File: src/rtl/mux_reg_n.sv
// Selectable storage/shift register: WIDTH-bit register loaded from one of NCH channels,
// with hold/load/shift/rotate modes, change flag and sticky select error. Optional q_par via MUX_REG_N_PARITY_EN.
module mux_reg_n #(
    parameter int unsigned WIDTH = 8,
    parameter int unsigned NCH   = 4,
    parameter int unsigned SELW  = 2
) (
    input  logic                   clk,
    input  logic                   rst,
    input  logic [NCH*WIDTH-1:0]   din,
    input  logic [SELW-1:0]        sel,
    input  logic [1:0]             mode,
    input  logic                   en,
    input  logic                   ser_in,
    output logic [WIDTH-1:0]       q,
    output logic                   ser_out,
    output logic                   q_chg,
`ifdef MUX_REG_N_PARITY_EN
    output logic                   q_par,
`endif
    output logic                   sel_err
);

    localparam logic [1:0] MODE_HOLD   = 2'b00;
    localparam logic [1:0] MODE_LOAD   = 2'b01;
    localparam logic [1:0] MODE_SHIFT  = 2'b10;
    localparam logic [1:0] MODE_ROTATE = 2'b11;

    logic [WIDTH-1:0] chan_sel_c;
    logic             sel_ok_c;
    logic [WIDTH-1:0] q_nxt_c;
    logic             ser_nxt_c;
    logic             err_nxt_c;

    // Channel pick; out-of-range selects leave sel_ok_c low instead of indexing past din
    always_comb begin
        chan_sel_c = '0;
        sel_ok_c   = 1'b0;
        for (int unsigned k = 0; k < NCH; k++) begin
            if (sel == SELW'(k)) begin
                chan_sel_c = din[k*WIDTH +: WIDTH];
                sel_ok_c   = 1'b1;
            end
        end
    end

    // Next-state of the register, serial output and error flag
    always_comb begin
        q_nxt_c   = q;
        ser_nxt_c = ser_out;
        err_nxt_c = sel_err;
        if (en) begin
            case (mode)
                MODE_HOLD: begin
                    q_nxt_c = q;
                end
                MODE_LOAD: begin
                    if (sel_ok_c) q_nxt_c   = chan_sel_c;
                    else          err_nxt_c = 1'b1;
                end
                MODE_SHIFT: begin
                    q_nxt_c   = {q[WIDTH-2:0], ser_in};
                    ser_nxt_c = q[WIDTH-1];
                end
                MODE_ROTATE: begin
                    q_nxt_c   = {q[WIDTH-2:0], q[WIDTH-1]};
                    ser_nxt_c = q[WIDTH-1];
                end
                default: begin
                    q_nxt_c = q;
                end
            endcase
        end
    end

    always_ff @(posedge clk) begin
        if (!rst) begin
            q       <= '0;
            ser_out <= 1'b0;
            q_chg   <= 1'b0;
            sel_err <= 1'b0;
        end else begin
            q       <= q_nxt_c;
            ser_out <= ser_nxt_c;
            q_chg   <= (q_nxt_c != q);
            sel_err <= err_nxt_c;
        end
    end

`ifdef MUX_REG_N_PARITY_EN
    // Parity tracks q; recomputing it when q holds yields the same value
    always_ff @(posedge clk) begin
        if (!rst) q_par <= 1'b0;
        else      q_par <= ^q_nxt_c;
    end
`endif

endmodule

File: config.mk
export PLATFORM = sky130hd
export DESIGN_NAME = mux_reg_n
export DESIGN_NICKNAME = d
export VERILOG_FILES = /design/src/rtl/mux_reg_n.sv
export SDC_FILE = /design/constraint.sdc
export NUM_CORES = 1
export LEC_CHECK = 0
export ABC_AREA = 1
export BUFFER_PORTS_ARGS = -buffer_cell sky130_fd_sc_hd__buf_4
export CAP_MARGIN = 20
export CORE_UTILIZATION = 44
export CTS_CLUSTER_DIAMETER = 100
export DETAILED_ROUTE_END_ITERATION = 7
export PLACE_DENSITY = 0.89
export SLEW_MARGIN = 20
export SYNTH_ARGS = -nofsm -noshare
export SYNTH_HDL_FRONTEND = slang
export SYNTH_SLANG_ARGS = --single-unit
File: constraint.sdc
create_clock -name clk -period 1.3 [get_ports clk]
set_input_delay 0.13 -clock clk [delete_from_list [all_inputs] [get_ports clk]]
set_output_delay 0.13 -clock clk [all_outputs]
set_load 0.005 [all_outputs]
======== Yosys cells after proc, flatten, opt, wreduce, memory -nomap -nowiden ========
Cells that the tools add are included.
word-level totals
  register bits ........................... 11
  output and inout bits ................... 11
cells by class
  eq/ne operators ......................... 7
  multiplexer cells ....................... 11
  bitwise gates (word level) .............. 1
  reductions and logical operators ........ 5
operators with widths
  operator                                                                number
  8-bit two-way mux                                                       6
  8-bit case mux with 4 select lines                                      1
  2-bit equality test (second input constant)                             4
  8-bit inequality test                                                   1
  2-bit by 1-bit equality test with 1-bit output (second input constant)  2
  2-bit logical NOT                                                       2
  1-bit two-way mux                                                       4
  3-bit AND reduction                                                     1
  2-bit AND reduction                                                     1
  2-bit OR reduction                                                      1
  1-bit inverter                                                          1

======== Depth between registers and ports, before layout ========
Gate-level depths: netlist of the first run.
  word-level depth ........................ 9
  mapped depth ............................ 14

======== Worst setup path after synthesis of the first run ========
Ideal clock, no wire load.
  path type ............................... flip-flop to flip-flop
  from .................................... register q[3]
  to ...................................... register q_chg
  library setup time ...................... 117 ps
  arrival time ............................ 1,022 ps
  setup slack ............................. 161 ps
  stages on the path, launching flop included .. 10
  clock period less this slack ............ 1,139 ps
  cell sequence ........................... dfxtp_1 inv_1 o21ai_0 inv_1 nand3_1 nand2_1 nor2_1 nand3_1 nor2_1 nor2_1
between the ends
  word-level cells in the longest chain between the ends .. 4
RTL lines
  item                                line  text
  from (decl)                         15    output logic [WIDTH-1:0] q,
  from (signal assigned)              83    q <= q_nxt_c;
  8-bit two-way mux                   58    if (sel_ok_c) q_nxt_c = chan_sel_c;
  8-bit case mux with 4 select lines  53    case (mode)
  8-bit two-way mux                   52    if (en) begin
  8-bit inequality test *             85    q_chg <= (q_nxt_c != q);
  to (signal assigned)                85
  to (decl)                           17    output logic q_chg,
Mark *: on every way between the ends. The rest lies on a longest branch, timed or not.
A chain may end at the register's enable or synchronous reset.

======== Worst setup path in the final report of the first run ========
  from .................................... register q[5]
  to ...................................... register q_chg
The elaborated chain is that of the path after synthesis.

==> results of run 1 <==
==> cells by family after synthesis <==
kind of cell           after synthesis  share of synthesized area, %
buffers and inverters               27                          12.7
DFF                                 11                          22.6
AOI/OAI and AO/OA                   28                          15.4
and+or+nand+nor                    106                          49.2
==> layout make-up <==
class / instances / area [sq um]
multi-input combinational: 134 / 648
fill: 167 / 504
timing repair buffer: 64 / 484
sequential: 11 / 235
inverter: 24 / 90.1
tap: 27 / 33.8
clock buffer: 4 / 26.3
==> registers in the layout, summed over array words and instances, names as in the netlist <==
register	cells
q	8
q_chg	1
sel_err	1
ser_out	1
==> placed cells by master (no fill, tap or decap), types with 3 or more instances in the layout <==
cell,instances
buf_4,63
nand2_1,54
nor2_1,20
inv_1,16
nand3_1,16
a21oi_1,10
inv_2,7
o21ai_0,7
nand2_2,6
o21ai_1,6
dfxtp_2,6
nand3b_1,3
clkbuf_4,3
dfxtp_1,3
==> final timing paths <==
path / cells after the start / startpoint / endpoint / slack (ns)
worst min register to register: 2 / sel_err / sel_err / 0.43
worst max-delay path: 11 / q[5] / q_chg / 0.08
worst min-delay path: 3 / rst / sel_err / 0.05
worst max register to register: 11 / q[5] / q_chg / 0.08
==> repair_timing <==
action,in CTS,in global routing
setup endpoints to repair,0,1
resized for setup,0,25
setup buffers,0,2
==> metal layers <==
| metal | routed length, um | part of all wire (%) | vias up | global-route usage [%] |
|---|---|---|---|---|
| met5 | 0 | 0 | - | 0 |
| met4 | 11 | 0.41 | 0 | 4.41 |
| li1 | - | - | 674 | - |
| met1 | 1180 | 44 | 562 | 29.5 |
| met2 | 1360 | 50 | 36 | 44.4 |
| met3 | 159 | 5.9 | 3 | 4.98 |
==> where the power goes <==
part	internal [uW]	switching [uW]	leakage [uW]
sequential	355	14.5	0.0000940
clock	119	126	0.0000150
combinational	195	170	0.000701
total	669	310	0.000810
==> critical path, cell delays in order (launching register included) <==
cell and delay [ns]:
dfxtp_4 0.36, nand2_2 0.05, o21ai_1 0.05, inv_1 0.09, buf_6 0.10, nand2_2 0.03, nand2_1 0.06, nand2_1 0.04
nor2_1 0.11, nand3_1 0.07, nor2_1 0.09, nor2_1 0.05
==> metrics by stage <==
stage,instances,utilization [%]
6_report,264,75.1
3_5_place_dp,258,71.2
4_1_cts,262,72.5
5_1_grt,264,75.1
2_1_floorplan,172,-
3_3_place_gp,258,71.2
==> reports/qor.yml, run 1 <==
status:
  outcome: "finished, final reports clean"
sta:
  rsz0062_at_grt: "yes"
  setup_tns_ns: 0
  finalCritPeriodShare_pct: 93.7
  slew_viol_final: 0
  fin_ws_ns: 0.0815
  slew_headroom_pct: 82.0
  min_period_ns: 1.22
  timing.hold.ws_ns: 0.0503
  clock_skew_ns: 0.00285
  fmax_mhz: 821
  hold_viol: 0
  tightest_slew_ns: 0.268
  setup_viol: 0
detailed_routing:
  routed_via_density: 4.83
  ant_nets: 0
  post_drt_wl_per_cell_um: 10.3
  first_pass_iters: 4
  route.detailed.drc: 0
  initialDrtViolationCount: 36
  wl_um: 2710
  num_vias: 1275
job:
  maxCapViolCount: 0
pwr:
  p_leak_uw: 0.000810
  ir_drop_mv: 0.689
  power_density_nw_per_um2: 645
  finalPower_uw: 979
synth:
  synthTopCellsByArea: "dfxtp_1 (23%), nand2_1 (22%), nand3_1 (8.2%)"
  synth_common_cells: "nand2_1 (56), nor2_1 (20), inv_1 (19)"
  synth_area_per_cell_sq_um: 5.66
  seq_area_frac_synth_pct: 22.6
  syn_nets: 212
  yosys_most_used_dff: "dfxtp_1"
  yosys.area.top_type: "dfxtp_1"
  ys_types: 20
  yosys_register_bits: 11
  synthCells: 172
  synth-edff-count: 0
  syn_area_sq_um: 973
  ys.warnings.count: 0
  synth_top_area_share_pct: 22.6
  synth-async-reset-ratio_pct: 0
  synth.most_common_cell: "nand2_1"
placement:
  io_buffers: 50
  placed_cell_area_sq_um: 1440
  gp_congestion: 0.896
  pre_cts_slack_ns: -0.0429
  place_hpwl_um: 2080
clocking:
  clock_sinks: 11
  htreeDepth: 1
  postCtsHoldBufs: 0
  cts_max_path_buffers: 2
  clk_latency_ns: 0.28
  cts_buffers: 3
  path_clk_slew_ns: 0.07
  cts_root_buffer: "clkbuf_4"
  tritoncts: "yes"
die:
  rows: 16
  die_area_sq_um: 2400
  die_x_um: 49.0
  die_y_um: 49.0
  ios: 51
  placeableCoreArea_sq_um: 2020
  initial_core_util_pct: 48.1
setup_path:
  start_kind: "flip-flop"
  arrival_ns: 1.39
  path_max_fanout: 4
  worstSetupEndpointType: "flip-flop"
  worstSetupPathType: "flip-flop to flip-flop"
  required_ns: 1.47
layout:
  final_area_sq_um: 1520
  nets: 278
  area_delta_synth_final_pct: 55.9
  drive_gt1_share_pct: 40.9
  antennaDiodeCount: 0
global_route:
  grt_max_degree: 13
  grt_pass1_vias: 1221
  grt_pass1_wl_um: 4700
  grtUsageTotal_pct: 24.4
  antenna_found_initial: 0
  overflow: 0
worst_hold_path:
  min_path_type: "input pin to flip-flop"
No activity file was read; power rests on OpenSTA's default activity.
==> run 2: changes to the inputs <==
- ABC_AREA: 1 -> not set
- CORE_ASPECT_RATIO: not set -> 1.1
- CORE_UTILIZATION: 44 -> 46
- PLACE_DENSITY: 0.89 -> 0.9
==> run 2 against run 1 <==
Against the previous run: core utilization is 7.8 points higher; die area is 7.4% higher; synthesized area is 13% higher; critical path depth is 5 lower; the run now ends with setup timing left; clock skew is 0.0038 ns higher; setup slack worse by 0.42 ns; total power is 22% higher; register-to-register slack worse by 0.42 ns; count of clock-buffer cells in the layout stayed put.
==> reports/qor.yml, run 2 <==
layout:
  drive_gt1_share_pct: 51.6  # +11 points
  final_cell_mix: "buf_4 (93), mux2i_1 (10), a21oi_1 (10)"
  largest_reg_flops: 8  # unchanged
  area_delta_synth_final_pct: 70.3
  finish.utilization_pct: 82.9  # +7.8 points
  final_area_sq_um: 1870  # +23%
  fin_cells: 255  # -3.4%
  nets: 266  # -4.3%
  largest_register: "q"
  antennaDiodeCount: 0  # unchanged
  final_common_cell: "buf_4"
  fillers: 154  # -7.8%
pwr:
  clockPowerShare_pct: 19.6  # -5.4 points
  share_seq_of_total_power_pct: 32.0  # -5.7 points
  power_density_nw_per_um2: 638  # -1.1%
  ir_drop_mv: 0.842  # +22%
  switching_share_pct: 32.1  # +0.38 points
  p_comb_share_pct: 48.4  # +11 points
  p_int_uw: 809  # +21%
  p_leak_uw: 0.000837  # +3.4%
  power_switching_uw: 382  # +23%
placement:
  placed_cell_area_sq_um: 1800  # +25%
  gp_congestion: 1.04  # +16%
  dp_cells: 250  # -3.1%
  io_buffers: 50  # unchanged
  place_hpwl_um: 3280  # +58%
detailed_routing:
  ant_nets: 0  # unchanged
  num_vias: 1511  # +19%
  wl_um: 4180  # +54%
  initialDrtViolationCount: 56  # +56%
  routed_via_density: 5.93  # +23%
  post_drt_wl_per_cell_um: 16.4  # +60%
  route.detailed.drc: 0  # unchanged
  first_pass_iters: 5  # +1
sta:
  rsz0062_at_grt: "yes"
  min_period_ns: 1.64  # +0.423 ns
  tightest_slew_ns: 0.401  # +0.133 ns
  clock_skew_ns: 0.00661  # +0.00376 ns
  fin_ws_ns: -0.342  # -0.423 ns
  finalCritPeriodShare_pct: 126  # +33 points
  fmax_mhz: 609  # -26%
  slew_headroom_pct: 72.6  # -9.4 points
  hold_viol: 0  # unchanged
  slew_viol_final: 0  # unchanged
  setup_viol: 1  # +1
global_route:
  grt_pass1_wl_um: 6620  # +41%
  grtUsageTotal_pct: 33.6  # +9.3 points
  antenna_found_initial: 0  # unchanged
  grt_pass1_vias: 1509  # +24%
  overflow: 0  # unchanged
  grt_max_degree: 12  # -1
setup_path:
  start_kind: "flip-flop"
  worstSetupEndpointType: "flip-flop"
  required_ns: 1.46  # about the same
  arrival_ns: 1.80  # +0.41 ns
  worstSetupPathType: "flip-flop to flip-flop"
  path_max_fanout: 5  # +1
worst_hold_path:
  min_path_type: "input pin to flip-flop"
die:
  ios: 51  # unchanged
  die_x_um: 48.5  # -1.0%
  rows: 18  # +2
  die_y_um: 53.2  # +8.5%
  placeableCoreArea_sq_um: 2250  # +11%
  die_area_sq_um: 2580  # +7.4%
  initial_core_util_pct: 48.7  # +0.52 points
clocking:
  cts_max_path_buffers: 2  # unchanged
  cts_buffers: 3  # unchanged
  clock_sinks: 11  # unchanged
  clk_latency_ns: 0.27  # about the same
  path_clk_slew_ns: 0.07  # about the same
  postCtsHoldBufs: 0  # unchanged
  tritoncts: "yes"
  cts_root_buffer: "clkbuf_4"
  htreeDepth: 1  # unchanged
synth:
  yosys_register_bits: 11  # unchanged
  ys.warnings.count: 0  # unchanged
  synth-edff-count: 0  # unchanged
  synth_top_area_share_pct: 20.1  # -2.5 points
  yosys_most_used_dff: "dfxtp_1"
  synth_common_cells: "a21oi_1 (11), dfxtp_1 (11), mux2i_1 (10)"
  yosys.area.top_type: "dfxtp_1"
  synthCells: 139  # -19%
  synth-async-reset-ratio_pct: 0  # unchanged
  seq_area_frac_synth_pct: 20.1  # -2.5 points
  synthTopCellsByArea: "dfxtp_1 (20%), mux2i_1 (9.1%), o22ai_1 (5.1%)"
  ys_types: 45  # +130%
  syn_nets: 179  # -16%
  synth_area_per_cell_sq_um: 7.89  # +39%
  syn_area_sq_um: 1100  # +13%
status:
  outcome: "complete, but fails checks"
  violations: "setup timing"
job:
  maxCapViolCount: 0  # unchanged
[run 2: path summary, 6_finish.rpt]
| path | start | end | slack [ns] | cells after the start |
|---|---|---|---|---|
| worst min-delay path | rst | q_chg | 0.16 | 2 |
| worst max register to register | q[4] | q_chg | -0.34 | 6 |
| worst min register to register | sel_err | sel_err | 0.46 | 1 |
| worst max-delay path | q[4] | q_chg | -0.34 | 6 |
[run 2: layout make-up]
type                    instances  area (sq um)  share of cell area, %
flip-flops and latches         11           226                   12.1
multi-input cells             109           808                   43.3
repair buffers                 96           749                   40.1
well taps                      30          37.5                   2.01
clock buffers                   4          26.3                   1.41
inverters                       5          18.8                   1.01
[run 2: metrics by stage]
step / hold WS (ns) / power (uW) / setup WS, ns / TNS [ns]
after floorplan: 0.278 / 634 / -0.314 / -0.314
after global placement: 0.434 / 920 / -0.423 / -0.640
after detailed placement: 0.443 / 939 / -0.506 / -0.908
after CTS: 0.161 / 1190 / -0.362 / -0.362
after global routing: 0.171 / 1250 / -0.418 / -0.418
final: 0.165 / 1190 / -0.342 / -0.342
[run 2: what timing repair did]
action                     4_1_cts  5_1_grt
setup buffers                    1        0
setup endpoints to repair        1        1
pin swaps                        6        2
resized for setup               10        0
[run 2: kinds of logic after synthesis]
kind of cell    Yosys count  share of synthesized area, %
buf+inv                  19                          7.99
compound gates           61                          40.5
flops                    11                          20.1
simple gates             32                          14.7
mux                      16                          16.7
[run 2: critical path, cell delays in order, from the launching register on]
cell	delay (ns)
dfxtp_4	0.36
buf_6	0.12
and3_4	0.17
a21oi_2	0.12
o22ai_1	0.08
a311o_1	0.28
o41a_1	0.41
[run 2: power by group through the flow]
| stage | Sequential, uW | Combinational, uW | Clock [uW] |
|---|---|---|---|
| after CTS | 380 | 569 | 237 |
| final | 381 | 577 | 233 |
| after floorplan | 389 | 245 | 0 |
| after detailed placement | 386 | 553 | 0 |
| after global routing | 385 | 618 | 250 |
| after global placement | 384 | 536 | 0 |
[run 2: metal layers]
layer	vias up	share of wire, %	track usage, %
li1	721	-	-
met1	679	39	37.3
met2	94	50	62.0
met3	17	7.4	4.02
met4	0	3.3	21.6
met5	-	0	0
